**src/rtl/rr_arb_pkg.sv**
```systemverilog
// Shared constants and types for the 64-channel round-robin index arbiter.
package rr_arb_pkg;

  localparam int IDX_W       = 6;
  localparam int NCH         = 64;
  localparam int BURST_CNT_W = 4;

  typedef enum logic {
    IDLE  = 1'b0,
    GRANT = 1'b1
  } arb_state_t;

endpackage

```
**src/rtl/rr_arb64_idx_pick.sv**
```systemverilog
// rr_pick64: combinational wrap-around first-one search over 64 requests.
// The request vector is rotated right by ptr so that ptr lands on bit 0. A
// lowest-bit-first priority encoder then runs, and ptr is added back
// modulo 64 to recover the absolute channel index.
module rr_pick64
  import rr_arb_pkg::*;
(
  input  logic [NCH-1:0]   req,
  input  logic [IDX_W-1:0] ptr,
  output logic             found,
  output logic [IDX_W-1:0] idx
);

  logic [2*NCH-1:0] req_dbl;
  logic [NCH-1:0]   req_rot;
  logic [IDX_W-1:0] pos;

  assign req_dbl = {req, req} >> ptr;
  assign req_rot = req_dbl[NCH-1:0];

  // Priority encoder: the lowest set bit of the rotated vector wins.
  always_comb begin
    pos   = '0;
    found = 1'b0;
    for (int i = NCH - 1; i >= 0; i--) begin
      if (req_rot[i]) begin
        pos   = IDX_W'(i);
        found = 1'b1;
      end
    end
  end

  // The 6-bit sum wraps naturally from 63 back to 0.
  assign idx = pos + ptr;

endmodule

```
**src/rtl/rr_arb64_idx.sv**
```systemverilog
// rr_arb64_idx: round-robin arbiter over 64 level requests. It issues a
// registered 6-bit grant index per accepted transfer over a valid/ready
// handshake, and its output drives a 6-to-64 decoder select.
// Optional build macro RR_ARB_BURST_EN adds a burst counter. With the
// counter, up to BURST_LEN consecutive accepted grants can go to the same
// channel before the pointer rotates.
module rr_arb64_idx
  import rr_arb_pkg::*;
#(
  parameter int IDX_W     = 6,
  parameter int BURST_LEN = 4
) (
  input  logic                    clk,
  input  logic                    rst_n,
  input  logic                    en,
  input  logic [(2**IDX_W)-1:0]   req,
  input  logic                    gnt_ready,
  output logic                    gnt_valid,
  output logic [IDX_W-1:0]        gnt_idx,
  output logic [IDX_W-1:0]        ptr
);

  if (IDX_W != 6 || BURST_LEN < 1 || BURST_LEN > 16) begin : g_bad_cfg
    $error("rr_arb64_idx: IDX_W must be 6 and BURST_LEN must be 1..16");
  end

  arb_state_t       state, state_nxt;
  logic [IDX_W-1:0] ptr_nxt;
  logic [IDX_W-1:0] idx_nxt;
  logic [IDX_W-1:0] ptr_inc;
  logic [IDX_W-1:0] pick_ptr;
  logic [IDX_W-1:0] pick_idx;
  logic             pick_found;
  logic             regrant;

  assign ptr_inc = gnt_idx + IDX_W'(1);

  // While a grant is outstanding, arbitration looks ahead from the pointer
  // value that an accept would commit. This makes back-to-back grants use
  // the updated priority in the same cycle.
  assign pick_ptr = (state == GRANT) ? ptr_inc : ptr;

  rr_pick64 u_pick (
    .req   (req),
    .ptr   (pick_ptr),
    .found (pick_found),
    .idx   (pick_idx)
  );

`ifdef RR_ARB_BURST_EN
  logic [BURST_CNT_W-1:0] cnt, cnt_nxt;

  assign regrant = en && req[gnt_idx] && (cnt < BURST_CNT_W'(BURST_LEN - 1));

  // Burst counter: counts extra same-channel grants since the last rotation.
  always_ff @(posedge clk or negedge rst_n) begin
    if (!rst_n) begin
      cnt <= '0;
    end else begin
      cnt <= cnt_nxt;
    end
  end
`else
  assign regrant = 1'b0;
`endif

  // State, pointer and grant-index registers.
  always_ff @(posedge clk or negedge rst_n) begin
    if (!rst_n) begin
      state   <= IDLE;
      ptr     <= '0;
      gnt_idx <= '0;
    end else begin
      state   <= state_nxt;
      ptr     <= ptr_nxt;
      gnt_idx <= idx_nxt;
    end
  end

  // Next-state logic. A grant is held until accepted. On accept the
  // pointer moves past the granted channel (or stays put for a burst
  // re-grant), and the next winner is loaded with no idle bubble.
  always_comb begin
    state_nxt = state;
    ptr_nxt   = ptr;
    idx_nxt   = gnt_idx;
`ifdef RR_ARB_BURST_EN
    cnt_nxt   = cnt;
`endif
    case (state)
      IDLE: begin
`ifdef RR_ARB_BURST_EN
        cnt_nxt = '0;
`endif
        if (en && pick_found) begin
          state_nxt = GRANT;
          idx_nxt   = pick_idx;
        end
      end
      GRANT: begin
        if (gnt_ready) begin
          if (regrant) begin
`ifdef RR_ARB_BURST_EN
            cnt_nxt = cnt + BURST_CNT_W'(1);
`endif
          end else begin
`ifdef RR_ARB_BURST_EN
            cnt_nxt = '0;
`endif
            ptr_nxt = ptr_inc;
            if (en && pick_found) begin
              idx_nxt = pick_idx;
            end else begin
              state_nxt = IDLE;
            end
          end
        end
      end
      default: begin
        state_nxt = IDLE;
      end
    endcase
  end

  assign gnt_valid = (state == GRANT);

endmodule

```
**config.mk**
```make
export PLATFORM = sky130hd
export DESIGN_NAME = rr_arb64_idx
export DESIGN_NICKNAME = d
export VERILOG_FILES = /design/src/rtl/rr_arb_pkg.sv /design/src/rtl/rr_arb64_idx_pick.sv /design/src/rtl/rr_arb64_idx.sv
export SDC_FILE = /design/constraint.sdc
export NUM_CORES = 1
export LEC_CHECK = 0
export BUFFER_PORTS_ARGS = -buffer_cell sky130_fd_sc_hd__buf_2
export CORE_MARGIN = 2
export CORE_UTILIZATION = 40
export CTS_BUF_LIST = sky130_fd_sc_hd__clkbuf_4 sky130_fd_sc_hd__clkbuf_8
export DETAILED_ROUTE_END_ITERATION = 10
export SLEW_MARGIN = 20
export SYNTH_ARGS = -nofsm -noshare
export SYNTH_HDL_FRONTEND = slang
export SYNTH_SLANG_ARGS = --single-unit
```
**constraint.sdc**
```tcl
create_clock -name clk -period 12.9 [get_ports clk]
set_clock_uncertainty 0.15 [all_clocks]
set_input_delay 2.58 -clock clk [delete_from_list [all_inputs] [get_ports clk]]
set_output_delay 2.58 -clock clk [all_outputs]
set_load 0.03 [all_outputs]
```
==> After elaboration in Yosys (flattened, before gate mapping) <==
Cells that the tools add are included.
W data, S select, Z words.
{ "classes": {"add_sub_neg": 2, "eq_ne": 1, "shifts": 1, "muxes": 135, "bitwise_logic": 1, "n_reduce_logical": 2} }
{ "op_table": {"columns": ["cell", "count"], "rows": [
  ["$mux W6", 67],
  ["$shr A128 B6 Y64", 1],
  ["$mux W1", 66],
  ["$pmux W6 S2", 1],
  ["$add A6 B1 Y6 const B", 1],
  ["$add A6 B6 Y6", 1],
  ["$ne A2 B2 Y1 const B", 1],
  ["$pmux W1 S2", 1],
  ["$reduce_and A2 Y1", 1],
  ["$logic_and A1 B1 Y1", 1],
  ["$not A1 Y1", 1]
]} }
{ "word_totals": {"ff_bits": 13, "out_inout_bits": 13, "word_cells": 145} }

==> Depth between registers and ports, before layout <==
Gate-level depths: netlist (run 1).
{ "logic_depth": {"word_depth": 71, "ltp_mapped": 27} }

==> Hierarchy <==
Synthesis (run 1) repeated with hierarchy kept, for this count alone.
{ "unflattened": {"hier_cells": 865, "area_unflattened_um2": 8559.5} }
{ "by_module_without_submodules": {"columns": ["mod", "n_inst", "cells_each", "area_each_um2", "seq_area_each_um2"], "rows": [
  ["rr_pick64", 1, 807, 7922.6, 0.0],
  ["rr_arb64_idx", 1, 58, 636.9, 325.3]
]} }

==> Worst setup path after synthesis (run 1) <==
No wires, ideal clock.
{ "synth_timing": {"path_kind": "input -> register", "startpoint": "input port req[32]", "endpoint": "register gnt_idx[5]", "t_arrival_ns": 6.493, "path_slack_ns": 6.188, "stages": 20, "path_buffers": 0, "cell_sequence": "mux2i_2 > mux2i_1 > mux4_2 > or3_1 > o32a_1 > o311ai_0 > o21ai_0 > a211o_1 > a211oi_1 > o21a_1 > o21ai_0 > a31oi_1 > ha_1 > a21oi_1 > or2_2 > a21oi_1 > nor2_1 > a21oi_1 > or4b_1 > nand3_1"} }
{ "synth_between": {"elab_chain_len": 69, "elab_cells_between_ends": 134} }
{ "synth_rtl": {"columns": ["element", "line_no", "text"], "rows": [
  ["start, declared", "rr_arb64_idx.sv:16", "input logic [(2**IDX_W)-1:0] req,"],
  ["$shr A128 B6 Y64 *", "rr_arb64_idx_pick.sv:18", "assign req_dbl = {req, req} >> ptr;"],
  ["$mux W6 or $mux W1 (tied branches) (64 in a row)", "rr_arb64_idx_pick.sv:26", "if (req_rot[i]) begin"],
  ["$add A6 B6 Y6 or $logic_and A1 B1 Y1 (tied branches)", "rr_arb64_idx_pick.sv:34, rr_arb64_idx.sv:95, rr_arb64_idx.sv:111", null],
  ["$mux W6 *", "rr_arb64_idx.sv:95, rr_arb64_idx.sv:111", null],
  ["$mux W6", "rr_arb64_idx.sv:101", "if (gnt_ready) begin"],
  ["$pmux W6 S2 *", "rr_arb64_idx.sv:90", "case (state)"],
  ["end signal, assigned", "rr_arb64_idx.sv:76", "gnt_idx <= idx_nxt;"],
  ["end, declared", "rr_arb64_idx.sv:19", "output logic [IDX_W-1:0] gnt_idx,"]
]} }
Mark *: on every way between the ends. The rest lies on a longest branch, timed or not. The select of a mux whose other input is x is not followed.
A chain may end at the register's enable or synchronous reset.

==> Worst setup path in the final report (run 1) <==
{ "layout_timing": {"startpoint": "input port req[18]", "endpoint": "register gnt_idx[5]"} }
Same word-level chain as after synthesis.

==> flow_summary_export.csv, run 1 <==
group,metric,value,unit
outcome,status,"completed",
timing,worstMarginPinSlew,1.159,ns
clock_tree,ctsResizeCount,0,
synth,yosys_most_used_dff,"dfrtp_1",
synth,yosys.area.top_type,"mux2i_1",
grt,antenna_found_initial,0,
detailed_routing,via_per_inst,7.033,
timing,slew_violations,0,
setup_path,crit_top_cell,"a21oi_1",
setup_path,cp.required,12.93,ns
synth,synth_nets,1052,
synth,yosysWarnings,0,
detailed_routing,drtIter0Drc,1140,
synth,ys_ff_latch,13,
detailed_routing,firstDrtPassIters,6,
hold_path,holdPathStages,2,
place,globalplace.congestion,1.060,
synth,synthCells,978,
timing,final.setup.worst_slack,5.007,ns
setup_path,reg2regPathDepth,22,
floorplanning,die-area,0.01956,sq mm
place,port-buffer-count,80,
grt,grt_pass1_wl,48.31,mm
grt,grt_start_max_net_pins,61,
timing,slew_headroom,21.76,%
floorplanning,start_util,40.97,%
grt,grt_overflow,0,
clock_tree,post_cts_buffers,0,
timing,setup_tns,0,ns
layout,nFillCells,1878,
clock_tree,insertion_delay,0.24,ns
clock_tree,cts_num_sinks,13,
setup_path,crit_path_max_incr_delay,0.97,ns
layout,nets,1084,
hold_path,worstHoldPathType,"flop to flop",
setup_path,cp-startpoint,"req[18]",
setup_path,cp_max_fo,4,
detailed_routing,wl_per_cell,25.88,microns
synth,synth_area,0.007385,sq mm
place,place_worst_setup_slack,4.982,ns
detailed_routing,vias,8707,
layout,drive_gt1_share,18.53,%
layout,syn_to_final_growth,6.235,%
timing,setup_violations,0,
layout,antenna-diode-count,0,
setup_path,r2r-start,"gnt_idx[0]",
floorplanning,die_w,139.9,microns
job,maxCapViolCount,0,
detailed_routing,drtAntennaViolNets,0,
setup_path,crit_path_top_delay_cell,"o311ai_0",
setup_path,arrival,7.92,ns
place,hpwl,25.17,mm
clock_tree,numCtsBuffers,3,
detailed_routing,drc,0,
detailed_routing,wirelength,32.04,mm
hold_path,worstHoldStart,"ptr[5]",
synth,yosysTopAreaCellShare,26.84,%
clock_tree,cts_tree,"done",
synth,postSynthAreaPerCell,7.551,sq um
grt,grt_util_all_layers,31.18,%
timing,rsz0062_at_grt,"false",
grt,first_global_vias,8029,
clock_tree,cts_max_path_buffers,2,
floorplanning,die_h,139.9,microns
setup_path,timing_worst_setup_path_type,"primary input to flop",
synth,postSynth.asyncResetShare,100.0,%
synth,yosys-top-cells-area,"mux2i_1, mux2_2, a22oi_1",
floorplanning,io_pins,81,
floorplanning,rows,49,
clock_tree,cts.htree.levels,1,
timing,max_freq,126.7,MHz
setup_path,critical_path.cell_chain,"buf_2 > mux2i_1 > mux2i_1 > a22o_1 > a221o_1 > o311ai_0 > o21ai_0 > a211o_1 > a211oi_1 > o21a_1 > o21ai_0 > a31oi_1 > ha_1 > a21oi_1 > or2_2 > a21oi_1 > nor2_1 > a21oi_1 > or4b_1 > nand3_1",
clock_tree,holdBufCountCts,0,
synth,synth_cell_types,96,
setup_path,cp-end-kind,"flop",
floorplanning,coreArea,0.01802,sq mm
setup_path,start_kind,"primary input",
synth,ys_seq_area_share,4.405,%
clock_tree,cts_root_buf,"clkbuf_8",
timing,post-route-min-period,7.893,ns
synth,synth_edf_count,0,
clock_tree,clk_pin_slew,0.06,ns
timing,hold_viol_final,0,
timing,timing.final.crit_share,61.19,%
layout by cell type, fill, tap and decap left out, drive strengths merged, types with 10 or more instances in the layout:
cell type	instances
a211oi	24
mux2i	200
dfrtp	13
nor2b	14
a2111oi	10
o22ai	26
buf	98
a21oi	58
a22oi	44
o21ai	66
nand2	74
mux2	42
nand3	22
or2	11
o211ai	12
nor3	32
a31oi	10
nor2	65
inv	10
layer usage:
layer	track usage, %	wire, microns	vias to the layer above
li1	-	-	3943
met1	42.91	13360	4062
met2	48.37	13710	595
met3	4.129	3173	107
met4	14.32	1795	0
met5	0	0	-
state kept, by name (all words and copies together), names as in the netlist:
register,flops
gnt_idx,6
gnt_valid,1
ptr,6
final cells by class:
type / count / area, sq um / area share, %
inverter: 10 / 37.54 / 0.4785
timing repair buffer: 98 / 535.5 / 6.826
sequential: 13 / 325.3 / 4.147
clock buffer: 4 / 48.80 / 0.6220
multi-input combinational: 884 / 6611 / 84.27
tap: 229 / 286.5 / 3.652
worst paths after layout:
| kind | end | slack (ns) |
|---|---|---|
| worst max-delay path | gnt_idx[5] | 5.01 |
| worst min-delay path | ptr[5] | 0.35 |
| worst max register to register | gnt_idx[5] | 5.32 |
| worst min register to register | ptr[5] | 0.35 |
| max in group asynchronous | ptr[4] | 10.27 |
| min in group asynchronous | gnt_idx[4] | 2.08 |
worst max-delay path, delay by kind of cell:
family,cells,cell delay [ns]
compound gates,12,3.34
simple gates,4,0.90
mux,2,0.72
fa+ha+maj,1,0.25
buf+inv,1,0.12
kinds of logic (layout without fill, tap and decap cells):
kind of cell             after synthesis  count (layout)  synth area share, %
adder cells (fa/ha/maj)                7               7                1.254
AND/OR/NAND/NOR                      280             280                19.52
XOR/XNOR                               9               9                1.169
flip-flops                            13              13                4.405
buffers and inverters                 81             112                6.320
AO/OA/AOI/OAI                        344             344                32.79
multiplexers                         244             244                34.55
per-stage QoR:
stage	cell area (sq um)	hold slack, ns	std cells	utilization (%)
finish	7845	0.3491	1238	43.52
CTS	7845	0.3544	1238	43.52
global placement	7796	0.3403	1234	43.25
floorplan	7385	0.5166	978	-
detailed placement	7796	0.3386	1234	43.25
global route	7845	0.4131	1238	43.52
cells in the mapped netlist, types with 5 or more instances:
cell and instances:
a2111oi_0 9, a211o_1 7, a211oi_1 20, a21o_1 5, a21oi_1 57, a221o_1 6
a221oi_1 6, a22o_1 8, a22oi_1 44, a31oi_1 10, and2_1 8, and3_1 5
buf_2 22, buf_4 16, buf_6 10, clkbuf_1 20, dfrtp_1 13, ha_1 5
inv_1 8, mux2_2 36, mux2i_1 198, nand2_1 74, nand2b_1 7, nand3_1 22
nor2_1 64, nor2b_1 14, nor3_1 32, nor4_1 6, o211ai_1 12, o21ai_0 62
o221ai_1 7, o22a_1 5, o22ai_1 25, or2_2 11, or3_1 8, xnor2_1 6
Power of run 1 is left out: the tool's default activity adds up to more than one toggle a clock period on the data nets, which glitch-free logic cannot reach.
==> inputs of run 2 (changes only) <==
--- a/config.mk
+++ b/config.mk
@@ -5,6 +5,7 @@
 export SDC_FILE = /design/constraint.sdc
 export NUM_CORES = 1
 export LEC_CHECK = 0
+export ABC_AREA = 1
 export BUFFER_PORTS_ARGS = -buffer_cell sky130_fd_sc_hd__buf_2
 export CORE_MARGIN = 2
 export CORE_UTILIZATION = 40
==> constraint.sdc (replaced) <==
create_clock -name clk -period 6.9 [get_ports clk]
set_clock_uncertainty 0.15 [all_clocks]
set_input_delay 1.38 -clock clk [delete_from_list [all_inputs] [get_ports clk]]
set_output_delay 1.38 -clock clk [all_outputs]
set_load 0.03 [all_outputs]
==> flow_summary_export.csv, run 2 <==
group,metric,value,unit
synth,ys_top_cells_by_count,"nand2_1, nand3_1, inv_1, o21ai_0, nor2_1",
timing,post-route-min-period,6.783,ns
synth,postSynthAreaPerCell,4.715,sq um
hold_path,worstHoldStart,"ptr[4]",
place,port-buffer-count,80,
job,maxCapViolCount,0,
timing,rsz0062_at_grt,"true",
layout,final_util,55.49,%
detailed_routing,wl_met1,12.11,mm
outcome,violations,"DRC",
setup_path,arrival,6.77,ns
setup_path,cp-end-kind,"flop",
synth,yosys-top-cells-area,"nand2_1, nand3_1, inv_1",
layout,antenna-diode-count,0,
setup_path,r2r-start,"gnt_idx[0]",
synth,synthCells,1404,
synth,synth_cell_types,41,
timing,timing.final.crit_share,98.31,%
layout,syn_to_final_growth,37.52,%
grt,grt_start_max_net_pins,80,
setup_path,start_kind,"primary input",
detailed_routing,via_per_inst,5.505,
timing,hold_viol_final,0,
setup_path,crit_path_top_delay_cell,"mux2_2",
synth,synth.most_common_cell,"nand2_1",
synth,synth_nets,1478,
place,globalplace.congestion,1.027,
setup_path,cp-startpoint,"req[20]",
timing,worstMarginPinSlew,0.7370,ns
synth,ys_seq_area_share,4.914,%
clock_tree,cts.htree.levels,1,
floorplanning,coreArea,0.01641,sq mm
detailed_routing,vias,9694,
setup_path,crit_path_max_incr_delay,0.26,ns
grt,grt_overflow,0,
floorplanning,die_w,132.6,microns
grt,antenna_found_initial,1,
timing,final.setup.worst_slack,0.1166,ns
grt,grt_util_all_layers,28.36,%
timing,setup_violations,0,
clock_tree,cts_tree,"done",
synth,synth_area,0.006620,sq mm
clock_tree,cts_root_buf,"clkbuf_8",
floorplanning,die_h,132.6,microns
clock_tree,cts_num_sinks,13,
synth,postSynth.asyncResetShare,100.0,%
clock_tree,numCtsBuffers,3,
floorplanning,rows,47,
layout,drive_gt1_share,28.29,%
layout,mostFrequentLayoutCells,"nand2_1, nand3_1, inv_1, buf_4, nand3_2",
place,place_worst_setup_slack,-0.2519,ns
grt,grt_pass1_wl,40.95,mm
detailed_routing,wirelength,28.78,mm
layout,final_common_cell,"nand2_1",
detailed_routing,drc,1,
synth,ys_ff_latch,13,
detailed_routing,drtAntennaViolNets,0,
timing,max_freq,147.4,MHz
synth,yosys_most_used_dff,"dfrtp_1",
floorplanning,die-area,0.01759,sq mm
outcome,status,"complete, but fails checks",
setup_path,timing_worst_setup_path_type,"primary input to flop",
detailed_routing,dr_wl_met3,2.602,mm
clock_tree,holdBufCountCts,0,
grt,first_global_vias,8225,
synth,yosysTopAreaCellShare,33.17,%
clock_tree,cts_max_path_buffers,2,
detailed_routing,drtIter0Drc,1215,
detailed_routing,firstDrtPassIters,11,
setup_path,r2r_setup_slack,0.18,ns
layout,nets,1616,
floorplanning,start_util,40.35,%
setup_path,cp.required,6.88,ns
detailed_routing,wl_met2,13.12,mm
synth,yosysWarnings,0,
clock_tree,insertion_delay,0.25,ns
layout,nFillCells,1711,
setup_path,crit_top_cell,"nand2_1",
floorplanning,io_pins,81,
synth,yosys.area.top_type,"nand2_1",
place,hpwl,20.78,mm
timing,slew_headroom,50.68,%
synth,synth_edf_count,0,
detailed_routing,wl_per_cell,16.34,microns
clock_tree,clk_pin_slew,0.05,ns
hold_path,worstHoldPathType,"flop to flop",
timing,slew_violations,0,
setup_path,cp_max_fo,2,
detailed_routing,highest_layer,"met4",
==> run 2: cell types whose count changed after synthesis, moves of 32 or more <==
cell | previous run | this run
a22oi_1 | 44 | 0
inv_1 | 8 | 151
a21oi_1 | 57 | 4
nand2_1 | 74 | 585
nand3_1 | 22 | 245
mux2i_1 | 198 | 0
o21ai_0 | 62 | 94
mux2_2 | 36 | 2
o21ai_1 | 4 | 53
==> run 2: path summary, 6_finish.rpt <==
check | endpoint | depth (start not counted)
setup / recovery | gnt_idx[4] | 70
hold / removal | ptr[4] | 2
setup reg to reg | gnt_idx[4] | 78
hold reg to reg | ptr[4] | 2
max in group asynchronous | gnt_valid | 1
min in group asynchronous | gnt_idx[0] | 1
==> run 2: logic make-up (layout without fill, tap and decap cells) <==
kind of cell,count (synthesis),count (layout),synth area share [%]
simple gates,927,927,58.82
buf+inv,237,373,15.52
compound gates,212,213,18.24
flops,13,13,4.914
xor+xnor,7,7,0.9261
fa+ha+maj,6,6,1.247
mux,2,2,0.3402
==> run 2: per-layer routing <==
metal  vias up  GRT usage, %
met2       464         47.21
met5         -             0
li1       4786             -
met3        87         3.027
met1      4357         38.47
met4         0         8.841
==> run 2: layout make-up <==
cell class / instances / area [sq um] / share of cell area, %
timing repair buffer: 212 / 1722 / 18.91
inverter: 157 / 591.8 / 6.501
sequential: 13 / 326.6 / 3.587
multi-input combinational: 1155 / 6140 / 67.44
tap: 220 / 275.3 / 3.024
clock buffer: 4 / 48.80 / 0.5360
==> run 2: critical path: cells and delay by family <==
kind | cells | cell delay (ns)
xor+xnor | 1 | 0.14
simple gates | 54 | 3.02
fa+ha+maj | 2 | 0.40
buf+inv | 5 | 0.46
mux | 1 | 0.26
compound gates | 7 | 1.06
==> run 2: stage by stage <==
step           TNS [ns]  std cells  hold WS, ns  instance area (sq um)
2_1_floorplan         0       1404       0.5324                   6620
3_3_place_gp    -0.4612       1736       0.3520                   7869
3_5_place_dp    -0.5260       1736       0.3591                   7869
4_1_cts               0       1740       0.3706                   7921
5_1_grt          -2.531       1761       0.4177                   9104
6_report              0       1761       0.3744                   9104
==> run 2: repair_timing <==
| item | CTS | global route |
|---|---|---|
| cloned | 0 | 11 |
| buffers inserted | 0 | 10 |
| resized for setup | 2 | 227 |
| pin swaps | 0 | 35 |
| setup endpoints to repair | 2 | 6 |
| endpoints found under the hold margin | 0 | 0 |
Power of run 2 is left out for the same reason.
